<file path="src/rtl/ldpc_syndrome_gf2_check.sv">
// ldpc_syndrome_gf2_check
// Receive-side GF(2) syndrome check. Each frame of codeword beats is XOR-folded
// into a WIDTH-bit syndrome. One result per frame reports the syndrome, a
// zero/pass flag, the saturating beat count and a sticky overflow flag.
// Input ready and output valid are both registered, so no combinational path
// runs from any input to any output.

module ldpc_syndrome_gf2_check #(
  parameter  int WIDTH     = 16,
  parameter  int MAX_BEATS = 64,
  localparam int CNT_W     = $clog2(MAX_BEATS + 1)
) (
  input  logic             i_clock,
  input  logic             i_reset,
  input  logic [WIDTH-1:0] i_in_data,
  input  logic             i_in_valid,
  input  logic             i_in_last,
  output logic             o_in_ready,
  output logic [WIDTH-1:0] o_out_syndrome,
  output logic             o_out_zero,
  output logic [CNT_W-1:0] o_out_beats,
  output logic             o_out_overflow,
  output logic             o_out_valid,
  input  logic             i_out_ready
);

  typedef enum logic [1:0] {
    ST_START  = 2'd0,
    ST_IDLE   = 2'd1,
    ST_ACCUM  = 2'd2,
    ST_RESULT = 2'd3
  } state_t;

  state_t state_reg, state_next;

  // Running frame state
  logic [WIDTH-1:0] acc_reg, acc_next;
  logic [CNT_W-1:0] count_reg, count_next;
  logic             ovf_reg, ovf_next;

  // Registered result and handshake outputs
  logic [WIDTH-1:0] syndrome_reg, syndrome_next;
  logic             zero_reg, zero_next;
  logic [CNT_W-1:0] beats_reg, beats_next;
  logic             ovf_out_reg, ovf_out_next;
  logic             out_valid_reg, out_valid_next;
  logic             in_ready_reg, in_ready_next;

  logic             accept;
  logic             handshake;
  logic             first_beat;
  logic [WIDTH-1:0] acc_mix;

  assign accept     = i_in_valid && in_ready_reg;
  assign handshake  = out_valid_reg && i_out_ready;
  assign first_beat = (state_reg == ST_IDLE);

  // Per-bit GF(2) fold: the first beat of a frame seeds the accumulator,
  // later beats are XORed in. No carries cross bit boundaries.
  generate
    for (genvar gi = 0; gi < WIDTH; gi++) begin : g_fold
      assign acc_mix[gi] = first_beat ? i_in_data[gi] : (acc_reg[gi] ^ i_in_data[gi]);
    end
  endgenerate

  // State register and all datapath/output registers
  always_ff @(posedge i_clock) begin
    if (i_reset) begin
      state_reg     <= ST_START;
      acc_reg       <= '0;
      count_reg     <= '0;
      ovf_reg       <= 1'b0;
      syndrome_reg  <= '0;
      zero_reg      <= 1'b0;
      beats_reg     <= '0;
      ovf_out_reg   <= 1'b0;
      out_valid_reg <= 1'b0;
      in_ready_reg  <= 1'b0;
    end else begin
      state_reg     <= state_next;
      acc_reg       <= acc_next;
      count_reg     <= count_next;
      ovf_reg       <= ovf_next;
      syndrome_reg  <= syndrome_next;
      zero_reg      <= zero_next;
      beats_reg     <= beats_next;
      ovf_out_reg   <= ovf_out_next;
      out_valid_reg <= out_valid_next;
      in_ready_reg  <= in_ready_next;
    end
  end

  // Next-state logic
  always_comb begin
    state_next = state_reg;
    case (state_reg)
      ST_START:  state_next = ST_IDLE;
      ST_IDLE: begin
        if (accept) begin
          state_next = i_in_last ? ST_RESULT : ST_ACCUM;
        end
      end
      ST_ACCUM: begin
        if (accept && i_in_last) begin
          state_next = ST_RESULT;
        end
      end
      ST_RESULT: begin
        if (handshake) begin
          state_next = ST_IDLE;
        end
      end
      default:   state_next = ST_START;
    endcase
  end

  // Output and datapath next values; ready/valid follow the next state so
  // they can never both be high at once.
  always_comb begin
    acc_next       = acc_reg;
    count_next     = count_reg;
    ovf_next       = ovf_reg;
    syndrome_next  = syndrome_reg;
    zero_next      = zero_reg;
    beats_next     = beats_reg;
    ovf_out_next   = ovf_out_reg;
    in_ready_next  = (state_next == ST_IDLE) || (state_next == ST_ACCUM);
    out_valid_next = (state_next == ST_RESULT);

    if (accept && ((state_reg == ST_IDLE) || (state_reg == ST_ACCUM))) begin
      acc_next = acc_mix;
      if (first_beat) begin
        count_next = CNT_W'(1);
        ovf_next   = 1'b0;
      end else if (count_reg == CNT_W'(MAX_BEATS)) begin
        // Saturate the count; overflow stays set for the rest of the frame
        count_next = count_reg;
        ovf_next   = 1'b1;
      end else begin
        count_next = count_reg + CNT_W'(1);
      end

      if (i_in_last) begin
        syndrome_next = acc_mix;
        zero_next     = (acc_mix == '0);
        beats_next    = count_next;
        ovf_out_next  = ovf_next;
      end
    end
  end

  assign o_in_ready     = in_ready_reg;
  assign o_out_valid    = out_valid_reg;
  assign o_out_syndrome = syndrome_reg;
  assign o_out_zero     = zero_reg;
  assign o_out_beats    = beats_reg;
  assign o_out_overflow = ovf_out_reg;

endmodule

</file>
<file path="config.mk">
export PLATFORM = sky130hd
export DESIGN_NAME = ldpc_syndrome_gf2_check
export DESIGN_NICKNAME = d
export VERILOG_FILES = /design/src/rtl/ldpc_syndrome_gf2_check.sv
export SDC_FILE = /design/constraint.sdc
export NUM_CORES = 1
export LEC_CHECK = 0
export ABC_AREA = 1
export CAP_MARGIN = 20
export CORE_ASPECT_RATIO = 0.9
export CORE_MARGIN = 4
export CORE_UTILIZATION = 36
export DETAILED_ROUTE_END_ITERATION = 12
export HOLD_SLACK_MARGIN = 0.15
export PLACE_DENSITY = 0.57
export REMOVE_ABC_BUFFERS = 1
export SYNTH_ARGS = -nofsm -noshare
export SYNTH_HDL_FRONTEND = slang
export SYNTH_SLANG_ARGS = --single-unit
</file>
<file path="constraint.sdc">
create_clock -name i_clock -period 2.52 [get_ports i_clock]
set_input_delay 0.504 -clock i_clock [delete_from_list [all_inputs] [get_ports i_clock]]
set_output_delay 0.504 -clock i_clock [all_outputs]
set_load 0.02 [all_outputs]
</file>
==> Word-level counts from Yosys, hierarchy flattened <==
Index checks and enable logic that the tools add are counted.
{ "totals": {"reg_bits": 53, "in_bits": 21, "output_inout_bits": 27} }
{ "classes": {"addsub": 1, "n_eq_ne": 7, "mux": 25, "bitwise_logic": 16, "reduce_logical": 9} }
{ "ops": {"columns": ["op", "count"], "rows": [
  ["$mux W1", 19],
  ["$logic_not A16 Y1", 1],
  ["$xor A1 B1 Y1", 16],
  ["$mux W7", 2],
  ["$eq A2 B2 Y1 const B", 4],
  ["$pmux W2 S4", 1],
  ["$add A7 B1 Y7 const B", 1],
  ["$eq A7 B7 Y1 const B", 1],
  ["$mux W2", 3],
  ["$eq A2 B1 Y1 const B", 2],
  ["$logic_and A1 B1 Y1", 4],
  ["$logic_not A2 Y1", 1],
  ["$logic_or A1 B1 Y1", 2],
  ["$reduce_and A2 Y1", 1]
]} }

==> Depth between registers and ports, before layout <==
Gate-level depths: netlist (run 1).
{ "depth": {"ltp_word": 6, "depth_mapped": 13, "depth_no_buf": 12} }

==> Worst setup path after synthesis (run 1) <==
OpenSTA, ideal clock, no wires.
{ "synth_timing": {"kind": "register to register", "start": "register state_reg[1]", "end": "register in_ready_reg (netlist: o_in_ready)", "setup_time_ps": 128, "t_arrival_ps": 1628, "required_ps": 2392, "path_slack_ps": 765, "path_stages_with_launch": 12, "n_path_buf": 2, "cell_sequence": "dfxtp_1 -> inv_1 -> ha_1 -> inv_2 -> buf_6 -> buf_6 -> a21oi_1 -> o21ai_0 -> nand3_1 -> ha_1 -> inv_1 -> nor2_1"} }
{ "synth_between": {"elab_chain_cells": 4, "elab_cells_between_ends": 11, "classes_between": "eq/ne: 5; mux: 4; reduce/logical: 2"} }
{ "synth_rtl": {"columns": ["item", "line", "text"], "rows": [
  ["start, declared", "34", "state_t state_reg, state_next;"],
  ["start signal, assigned", "80", "state_reg <= state_next;"],
  ["$eq A2 B2 Y1 (tied with other cells)", "96", "case (state_reg)"],
  ["$pmux W2 S4 (*)", "96", null],
  ["$eq A2 B1 Y1 / $eq A2 B2 Y1 (equally long branches)", "127", "in_ready_next = (state_next == ST_IDLE) || (state_next == ST_ACCUM);"],
  ["$logic_or A1 B1 Y1 (*)", "127", null],
  ["net in_ready_next", "47", "logic in_ready_reg, in_ready_next;"],
  ["end signal, assigned", "89", "in_ready_reg <= in_ready_next;"],
  ["end, declared", "47", null]
]} }
The timed path passes the listed nets; every way through them passes the cells marked *.
A chain may end at the register's enable or synchronous reset.

==> Worst setup path after layout (run 1) <==
{ "layout_timing": {"start": "register state_reg[1]", "end": "register zero_reg (netlist: o_out_zero)"} }
{ "layout_between": {"elab_chain_cells": 4, "elab_cells_between_ends": 22, "classes_between": "eq/ne: 2; mux: 16; reduce/logical: 4"} }
{ "layout_rtl": {"columns": ["item", "line", "text"], "rows": [
  ["parallel branches: the longest is 4 deep, another holds $logic_not A16 Y1", null, null],
  ["end signal, assigned", "85", "zero_reg <= zero_next;"],
  ["end, declared", "43", "logic zero_reg, zero_next;"]
]} }
Parallel ways; which one is timed is not known.

==> results of run 1 <==
[kinds of logic (layout without fill, tap and decap cells)]
kind of cell / after synthesis / in the layout
AOI/OAI and AO/OA: 74 / 74
xor gates and xnor gates: 2 / 2
adders and majority gates: 8 / 8
buffers and inverters: 66 / 112
DFF: 53 / 53
and+or+nand+nor: 180 / 180
[metrics by stage]
step	TNS (ns)	power (mW)	utilization	area, µm²	setup WS (ns)
final	0	1.61	0.479	3220	0.549
after global routing	0	1.71	0.479	3220	0.309
after detailed placement	0	1.13	0.465	3130	0.395
after floorplan	-5.10	1.01	-	2460	-0.237
after CTS	0	1.65	0.479	3220	0.514
after global placement	0	1.12	0.465	3130	0.427
[cells in the mapped netlist]
library cell  instances
buf_6                 2
a31oi_1               2
dfxtp_1              53
o21ai_1               1
and2_1                2
buf_1                 1
o211ai_1              1
ha_1                  8
a21oi_2               1
nand2_2               1
a21oi_1              51
or2_1                 1
xnor2_1               2
nor2_1               20
nand3b_1              1
clkinv_1              1
inv_2                 1
nand4_1               1
nand3_1              22
nand2_1             131
nor2_2                1
o21ai_0              18
clkbuf_1              8
inv_1                45
buf_2                 8
[how the worst max path moves through the flow]
stage                                 start                       end  slack (ns)
floorplan           state_reg[1]$_SDFF_PP0_   o_out_zero$_SDFFE_PP0P_       -0.24
global placement                 i_in_valid  acc_reg[15]$_SDFFE_PP0N_        0.43
detailed placement               i_in_valid  acc_reg[15]$_SDFFE_PP0N_        0.40
CTS                 state_reg[1]$_SDFF_PP0_   o_out_zero$_SDFFE_PP0P_        0.51
global route        state_reg[1]$_SDFF_PP0_   o_out_zero$_SDFFE_PP0P_        0.31
finish              state_reg[1]$_SDFF_PP0_   o_out_zero$_SDFFE_PP0P_        0.55
[worst min-delay path, delay by kind of cell (launching register included)]
kind	cells	cell delay [ns]
AO/OA/AOI/OAI	1	0.05
flip-flops	1	0.32
AND/OR/NAND/NOR	1	0.06
[report_power, final]
| group | leakage (nW) | internal [mW] | total, mW | switching [mW] |
|---|---|---|---|---|
| registers | 0.429 | 0.860 | 0.876 | 0.0162 |
| logic | 0.856 | 0.0964 | 0.228 | 0.131 |
| clock network | 0.0452 | 0.203 | 0.507 | 0.304 |
[per-layer routing]
| layer | wire (µm) | up-vias | GRT usage |
|---|---|---|---|
| met5 | 0 | - | 0 |
| met4 | 14 | 0 | 0.0268 |
| met3 | 279 | 2 | 0.0326 |
| met2 | 2710 | 45 | 0.246 |
| met1 | 3020 | 1039 | 0.194 |
| li1 | - | 1284 | - |
[cell type report]
class / count / share of cell area
Inverter: 47 / 0.0548
Timing Repair Buffer: 57 / 0.173
Tap cell: 90 / 0.0350
Clock buffer: 5 / 0.0214
Sequential cell: 53 / 0.329
Multi-Input combinational cell: 264 / 0.378
Clock inverter: 3 / 0.00777
==> metrics, run 1 <==
status=finished clean; Worst EP required=2.77 ns; Min-Delay Path Depth=2; Reg clk slew, reported paths=0.10 ns; Hold Crit Start=o_out_syndrome[8]$_SDFFE_PP0P_; die width=96.8 µm; crit-path cells=inv_1 -> ha_1 -> inv_2 -> buf_4 -> nand2_1 -> nand2_1 -> nand2_1 -> nor2_1 -> nand3_1 -> nor2_1 -> nor2_1 -> nor2_1; area occupied by multi-input gates=1220 µm²; Final Hold Viols=0; Synth Register Bits=53; vias in the first global route=2164; fin crit share=0.782; Post-CTS Setup Inserts=0; via count=2370; final WL=6.02 mm; GR Overflow Total=0; site row count=28; hpwl dp=4.42 mm; share of cells above drive strength 1=0.0513; Die H=87.9 µm; worst-path maximum fanout=14; Pins Over Slew Limit=0; filler instances=719; worst skew pair latency=0.31 ns; Seq/Total Area, Yosys=0.416; Slew @ Worst Pin=0.335 ns; initial antenna violation count=0; diode count=0; Peak Freq=507 MHz; Finished Layout Cells=519; commonest non-fill, non-tap cells in the layout=nand2_1, dfxtp_1, a21oi_1, clkdlybuf4s50_1, inv_1; largest net degree at the start of global routing=31; Clock Tree Root=clkbuf_8; Endpoint, Worst Hold=o_out_syndrome[8]$_SDFFE_PP0P_; sequential cell area=1060 µm²; Post-Synth Simple-Gate Area=0.283; RSZ-0062 raised after global routing=no; Initial Util=0.379; worst reg-to-reg setup slack=0.55 ns; Top cell by count, worst path=nor2_1; Synth Area in Compound Gates=0.149; Ports=48; CP Depth=12; Synth Area in Adders=0.0392; slew margin rel.=0.776; CP arrival=2.22 ns; cell area after synthesis=2550 µm²; clock buffer count from CTS=5; RR Endpoint=o_out_zero$_SDFFE_PP0P_; area share of the largest cell type after synthesis=0.416; MaxCap Viol Count=0; drt via density=4.57; number of detailed-route iterations in the first pass=4; routed len/inst=11.6 µm; Post-Synthesis Cells=383; Sink Count=53; mux share of post-synthesis cell area=0; clock buffer depth=2; power density over cell area=500 nW/µm²; post-route ant nets=0; Final nets=457; synth top area cells=dfxtp_1, nand2_1, a21oi_1, inv_1, nand3_1; XOR/XNOR share of the synthesized area=0.00686; post-cts resize count=0; port bufs=47; first-pass GRT wire length=10.2 mm; Crit path max-delay family=simple AND/OR/NAND/NOR gates; hold_buf cts=0; Min Hold Slack=0.467 ns; Core Box Area=6730 µm²; worst r2r src=state_reg[1]$_SDFF_PP0_; Area Growth Syn to Fin=26.2%; main combinational cell family by area after synthesis=simple AND/OR/NAND/NOR gates; number of distinct library cells after synthesis=25; Hold WC Path Type=register to register; CTS H-tree lvls=2; dpl cells=511; Mean Syn Cell Area=6.66 µm²; kind of critical path=register to register; Layout Skew=0.0115 ns; CP bufs+invs=3; Synth warnings=0; CTS tree=built; Worst setup EP type=register; CP peak stage delay=0.44 ns; VDD IR max=0.000256 V; commonest non-fill, non-tap cell in the layout=nand2_1; drc violations=0; initial DRC count=86; die area=8500 µm²; CP max-delay cell=dfxtp_1; startpoint types=register; Synth area leader=dfxtp_1; Routability Congestion=0.796; GRT Total Usage=0.146; Pleak=1.33 nW; worst reg2reg path depth=12; minimum clock period=1.97 ns; Final setup violation count=0
(Power assumes the default switching activity.)
==> inputs of run 2 (changes only) <==
--- a/config.mk
+++ b/config.mk
@@ -12,7 +12,7 @@
 export CORE_UTILIZATION = 36
 export DETAILED_ROUTE_END_ITERATION = 12
 export HOLD_SLACK_MARGIN = 0.15
-export PLACE_DENSITY = 0.57
+export PLACE_DENSITY = 0.59
 export REMOVE_ABC_BUFFERS = 1
 export SYNTH_ARGS = -nofsm -noshare
 export SYNTH_HDL_FRONTEND = slang
==> constraint.sdc (replaced) <==
create_clock -name i_clock -period 1.6 [get_ports i_clock]
set_input_delay 0.32 -clock i_clock [delete_from_list [all_inputs] [get_ports i_clock]]
set_output_delay 0.32 -clock i_clock [all_outputs]
set_load 0.02 [all_outputs]
==> run 2 against run 1 <==
- via count up 5.7%
- sequential power up 58%
- clock skew down 0.0037 ns
- register-to-register slack worse by 0.51 ns
- critical path depth down 11
- worst hold slack worse by 0.0065 ns
- combinational power up 98%
- cell area up 11%
- setup slack worse by 0.52 ns
- flip-flop and latch count unchanged
- critical path type is now register to output port
- largest cell class unchanged
- largest power group unchanged
- highest routed layer unchanged
==> metrics, run 2 (same netlist as run 1, synthesis figures left out) <==
share of cells above drive strength 1=0.116 (+0.0645); GRT Total Usage=0.147 (+0.000973); Final nets=477 (+4.4%); minimum clock period=1.57 ns; CP max-delay cell=clkdlybuf4s50_1; kind of critical path=register to output port; first-pass GRT wire length=10.3 mm (+0.14%); Layout Skew=0.00781 ns (-0.00367 ns); Peak Freq=636 MHz; Finished Layout Cells=539 (+3.9%); post-route ant nets=0 (unchanged); Ports=48 (unchanged); CP arrival=1.25 ns (-0.97 ns); Slew @ Worst Pin=0.328 ns (-0.00759 ns); hpwl dp=4.38 mm (-0.92%); drt via density=4.65 (+1.8%); combinational fraction of design power=0.162 (+0.021); power share of the sequential group=0.494 (-0.050); filler instances=665 (-7.5%); port bufs=47 (unchanged); Reg clk slew, reported paths=0.09 ns (about the same); Final setup violation count=0 (unchanged); commonest non-fill, non-tap cells in the layout=nand2_1, a21oi_1, dfxtp_1, inv_1, nand3_1; Clock Tree Root=clkbuf_8; number of detailed-route iterations in the first pass=5 (+1); die area=8500 µm² (unchanged); Routability Congestion=0.756 (-5.1%); switching part of the total=0.255 (-0.0253); Crit path max-delay family=buffers and inverters; VDD IR max=0.000388 V (+52%); CTS H-tree lvls=2 (unchanged); RSZ-0062 raised after global routing=yes; clock power share=0.344 (+0.029); slew margin rel.=0.781 (+0.00507); initial DRC count=101 (+17%); vias in the first global route=2280 (+5.4%); commonest non-fill, non-tap cell in the layout=nand2_1; worst skew pair latency=0.31 ns (about the same); die width=96.8 µm (unchanged); Die H=87.9 µm (unchanged); CP bufs+invs=1 (-2); MaxCap Viol Count=0 (unchanged); crit-path cells=clkdlybuf4s50_1; clock buffer depth=2 (unchanged); clock buffer count from CTS=5 (unchanged); GR Overflow Total=0 (unchanged); Initial Util=0.379 (unchanged); final setup TNS=0 ns (unchanged); drc violations=0 (unchanged); status=finished clean; worst-path maximum fanout=2 (-12); Cell Int Power=2.08 mW (+79%); routed len/inst=12.1 µm (+3.9%); CTS tree=built; power density over cell area=780 nW/µm² (+56%); site row count=28 (unchanged); Pins Over Slew Limit=0 (unchanged); Area Growth Syn to Fin=40.2%; Pleak=1.89 nW (+42%); Final Hold Viols=0 (unchanged); Hold WC Path Type=register to register; initial antenna violation count=0 (unchanged); Sw Pwr=0.712 mW (+58%); via count=2506 (+5.7%); final WL=6.50 mm (+7.9%); Sink Count=53 (unchanged); dpl cells=527 (+3.1%); diode count=0 (unchanged); hold_buf cts=0 (unchanged); Worst setup EP type=output port; startpoint types=register; CP peak stage delay=0.60 ns (+0.16 ns); Worst EP required=1.28 ns (-1.49 ns); fin crit share=0.982; largest net degree at the start of global routing=41 (+32%); Core Box Area=6730 µm² (unchanged)
-- run 2: cell types whose count changed in the layout (fill, tap and decap cells not counted), moves of 3 or more --
cell | previous run | this run
inv_1 | 45 | 41
buf_12 | 1 | 4
dlygate4sd2_1 | 0 | 5
dfxtp_1 | 53 | 50
clkdlybuf4s50_1 | 47 | 21
dlymetal6s2s_1 | 0 | 21
buf_4 | 9 | 20
-- run 2: area by class of cell --
type / count / area [µm²] / share of cell area
clock buffers: 7 / 86.3 / 0.0241
clock inverters: 1 / 30.0 / 0.00839
inverters: 47 / 188 / 0.0524
multi-input cells: 264 / 1250 / 0.348
flip-flops and latches: 53 / 1070 / 0.298
well taps: 90 / 113 / 0.0315
repair buffers: 77 / 850 / 0.237
-- run 2: worst paths after layout --
path	cells past startpoint	from	slack, ns	end
setup / recovery	1	o_out_syndrome[8]$_SDFFE_PP0P_	0.03	o_out_syndrome[8]
hold / removal	2	o_out_syndrome[3]$_SDFFE_PP0P_	0.46	o_out_syndrome[3]$_SDFFE_PP0P_
hold reg to reg	2	o_out_syndrome[3]$_SDFFE_PP0P_	0.46	o_out_syndrome[3]$_SDFFE_PP0P_
setup reg to reg	9	state_reg[0]$_SDFF_PP0_	0.04	acc_reg[5]$_SDFFE_PP0N_
-- run 2: layer usage --
| metal | vias up | wire (µm) | track usage |
|---|---|---|---|
| li1 | 1328 | - | - |
| met3 | 12 | 223 | 0.0311 |
| met5 | - | 0 | 0 |
| met1 | 1117 | 3180 | 0.199 |
| met2 | 49 | 2980 | 0.234 |
| met4 | 0 | 113 | 0.0485 |
-- run 2: stage by stage --
stage / hold slack (ns) / total power, mW / utilization / area (µm²) / setup WS, ns
after floorplan: 0.389 / 1.60 / - / 2460 / -1.16
after global placement: 0.453 / 1.82 / 0.488 / 3280 / -0.181
after detailed placement: 0.453 / 1.82 / 0.488 / 3280 / -0.197
after CTS: 0.468 / 2.79 / 0.506 / 3400 / -0.0182
after global routing: 0.485 / 2.92 / 0.532 / 3580 / -0.114
final: 0.461 / 2.79 / 0.532 / 3580 / 0.0282
-- run 2: power by group through the flow --
stage	registers, mW	clock network [mW]	logic [mW]
CTS	1.38	0.992	0.415
floorplan	1.42	0	0.172
finish	1.38	0.960	0.452
global route	1.39	1.03	0.501
global placement	1.41	0	0.409
detailed placement	1.41	0	0.413
-- run 2: timing repair --
item,4_1_cts,5_1_grt
buffers inserted,0,2
cloned,0,2
gates resized for setup,9,42
pin swaps,0,3
setup endpoints to repair,50,72
==> inputs of run 3 (changes only) <==
--- a/config.mk
+++ b/config.mk
@@ -11,8 +11,7 @@
 export CORE_MARGIN = 4
 export CORE_UTILIZATION = 36
 export DETAILED_ROUTE_END_ITERATION = 12
-export HOLD_SLACK_MARGIN = 0.15
-export PLACE_DENSITY = 0.59
+export PLACE_DENSITY = 0.57
 export REMOVE_ABC_BUFFERS = 1
 export SYNTH_ARGS = -nofsm -noshare
 export SYNTH_HDL_FRONTEND = slang
==> constraint.sdc (replaced) <==
create_clock -name i_clock -period 1.7 [get_ports i_clock]
set_input_delay 0.34 -clock i_clock [delete_from_list [all_inputs] [get_ports i_clock]]
set_output_delay 0.34 -clock i_clock [all_outputs]
set_load 0.02 [all_outputs]
==> run 3 against run 2 <==
- setup slack improved by 0.061 ns
- core utilization fell by 2.5 points
- cell area fell by 4.7%
- wire length fell by 4.7%
- critical path depth did not move
==> metrics, run 3 (same netlist as run 1, synthesis figures left out) <==
post-route ant nets=0 (unchanged); fin crit share=0.948; CP bufs+invs=1 (unchanged); Hold WC Path Type=register to register; DP Area=3230 µm² (-1.5%); Reg clk slew, reported paths=0.10 ns (about the same); CP peak stage delay=0.61 ns (about the same); CP max-delay cell=clkdlybuf4s50_1; Ports=48 (unchanged); routed len/inst=11.6 µm (-3.8%); worst skew pair latency=0.30 ns (about the same); Clock Tree Root=clkbuf_8; die area=8500 µm² (unchanged); Peak Freq=621 MHz; drt via density=4.61 (-0.84%); Slew @ Worst Pin=0.364 ns (+0.0360 ns); Layout Skew=0.00867 ns (+0.000868 ns); Worst setup EP type=output port; Pins Over Slew Limit=0 (unchanged); Die H=87.9 µm (unchanged); startpoint types=register; clock buffer count from CTS=5 (unchanged); GR Overflow Total=0 (unchanged); Core Box Area=6730 µm² (unchanged); clock buffer depth=2 (unchanged); commonest non-fill, non-tap cells in the layout=nand2_1, a21oi_1, dfxtp_1, clkdlybuf4s50_1, inv_1; Final Hold Viols=0 (unchanged); Min Hold Slack=0.469 ns (+0.00816 ns); initial DRC count=69 (-32%); kind of critical path=register to output port; Worst EP required=1.36 ns (+0.08 ns); largest net degree at the start of global routing=31 (-24%); Initial Util=0.379 (unchanged); post-layout instance area=3410 µm² (-4.7%); dpl cells=522 (-0.95%); commonest non-fill, non-tap cell in the layout=nand2_1; status=finished clean; Crit path max-delay family=buffers and inverters; slew margin rel.=0.757 (-0.0241); hpwl dp=4.35 mm (-0.51%); Final setup violation count=0 (unchanged); MaxCap Viol Count=0 (unchanged); Routability Congestion=0.802 (+6.1%); port bufs=47 (unchanged); share of cells above drive strength 1=0.0968 (-0.0190); diode count=0 (unchanged); site row count=28 (unchanged); power density over cell area=711 nW/µm² (-8.9%); Area Growth Syn to Fin=33.7%; Finished Layout Cells=534 (-0.93%); minimum clock period=1.61 ns; drc violations=0 (unchanged); initial antenna violation count=0 (unchanged); number of detailed-route iterations in the first pass=4 (-1); Final nets=472 (-1.0%); crit-path cells=clkdlybuf4s50_1; CTS H-tree lvls=2 (unchanged); Placement Setup Slack=-0.111 ns (+0.0858 ns); VDD IR max=0.000388 V (-0.12%); worst-path maximum fanout=2 (unchanged); CP arrival=1.27 ns (+0.02 ns); first-pass GRT wire length=10.5 mm (+2.4%); RSZ-0062 raised after global routing=yes; die width=96.8 µm (unchanged); vias in the first global route=2296 (+0.70%); Sink Count=53 (unchanged); GRT Total Usage=0.149 (+0.00257); final setup margin=0.0889 ns (+0.0607 ns); hold_buf cts=0 (unchanged); final WL=6.19 mm (-4.7%); CTS tree=built; via count=2462 (-1.8%); Pleak=1.46 nW (-23%)
==> run 3: changes by cell type in the layout (fill, tap and decap cells not counted), sizes merged <==
cell / change
dlygate4sd2: -5
clkinv: +2
inv: +1
bufinv: -1
clkdlybuf4s50: +24
buf: -4
clkbuf: -2
dlymetal6s2s: -19
clkinvlp: -1
==> run 3: through the flow <==
stage,power [mW],utilization,TNS (ns)
finish,2.42,0.507,0
global route,2.57,0.507,-0.0234
CTS,2.43,0.494,0
detailed placement,1.70,0.481,-1.35
global placement,1.70,0.481,-0.292
floorplan,1.50,-,-35.67
==> run 3: layer usage <==
| metal | share of wire | vias up | track usage |
|---|---|---|---|
| li1 | - | 1318 | - |
| met1 | 0.52 | 1101 | 0.206 |
| met2 | 0.44 | 39 | 0.239 |
| met3 | 0.034 | 4 | 0.0334 |
| met4 | 0.0074 | 0 | 0.0383 |
| met5 | 0 | - | 0 |
==> run 3: what timing repair did <==
action,CTS,global route
pin swaps,0,2
resized for setup,2,15
setup endpoints to repair,3,25
buffers inserted,0,3
gates cloned,0,1
==> run 3: path summary, 6_finish.rpt <==
path                                      to  slack [ns]  cells past startpoint                            start
max                        o_out_syndrome[3]        0.09                      1   o_out_syndrome[3]$_SDFFE_PP0P_
min          o_out_syndrome[12]$_SDFFE_PP0P_        0.47                      2  o_out_syndrome[12]$_SDFFE_PP0P_
max reg2reg         acc_reg[15]$_SDFFE_PP0N_        0.10                      9          state_reg[0]$_SDFF_PP0_
min reg2reg  o_out_syndrome[12]$_SDFFE_PP0P_        0.47                      2  o_out_syndrome[12]$_SDFFE_PP0P_
==> run 3: cell type report <==
class / count / area (µm²)
repair buffers: 72 / 729
flip-flops and latches: 53 / 1070
well taps: 90 / 113
clock buffers: 6 / 72.6
multi-input cells: 264 / 1240
inverters: 47 / 181
fillers: 680 / 3310
clock inverters: 2 / 13.8
==> run 3: where the power goes <==
part           leakage (nW)  internal [mW]  switching [mW]
Clock                0.0456          0.295           0.426
Sequential            0.430           1.28          0.0247
Combinational         0.989          0.189           0.215
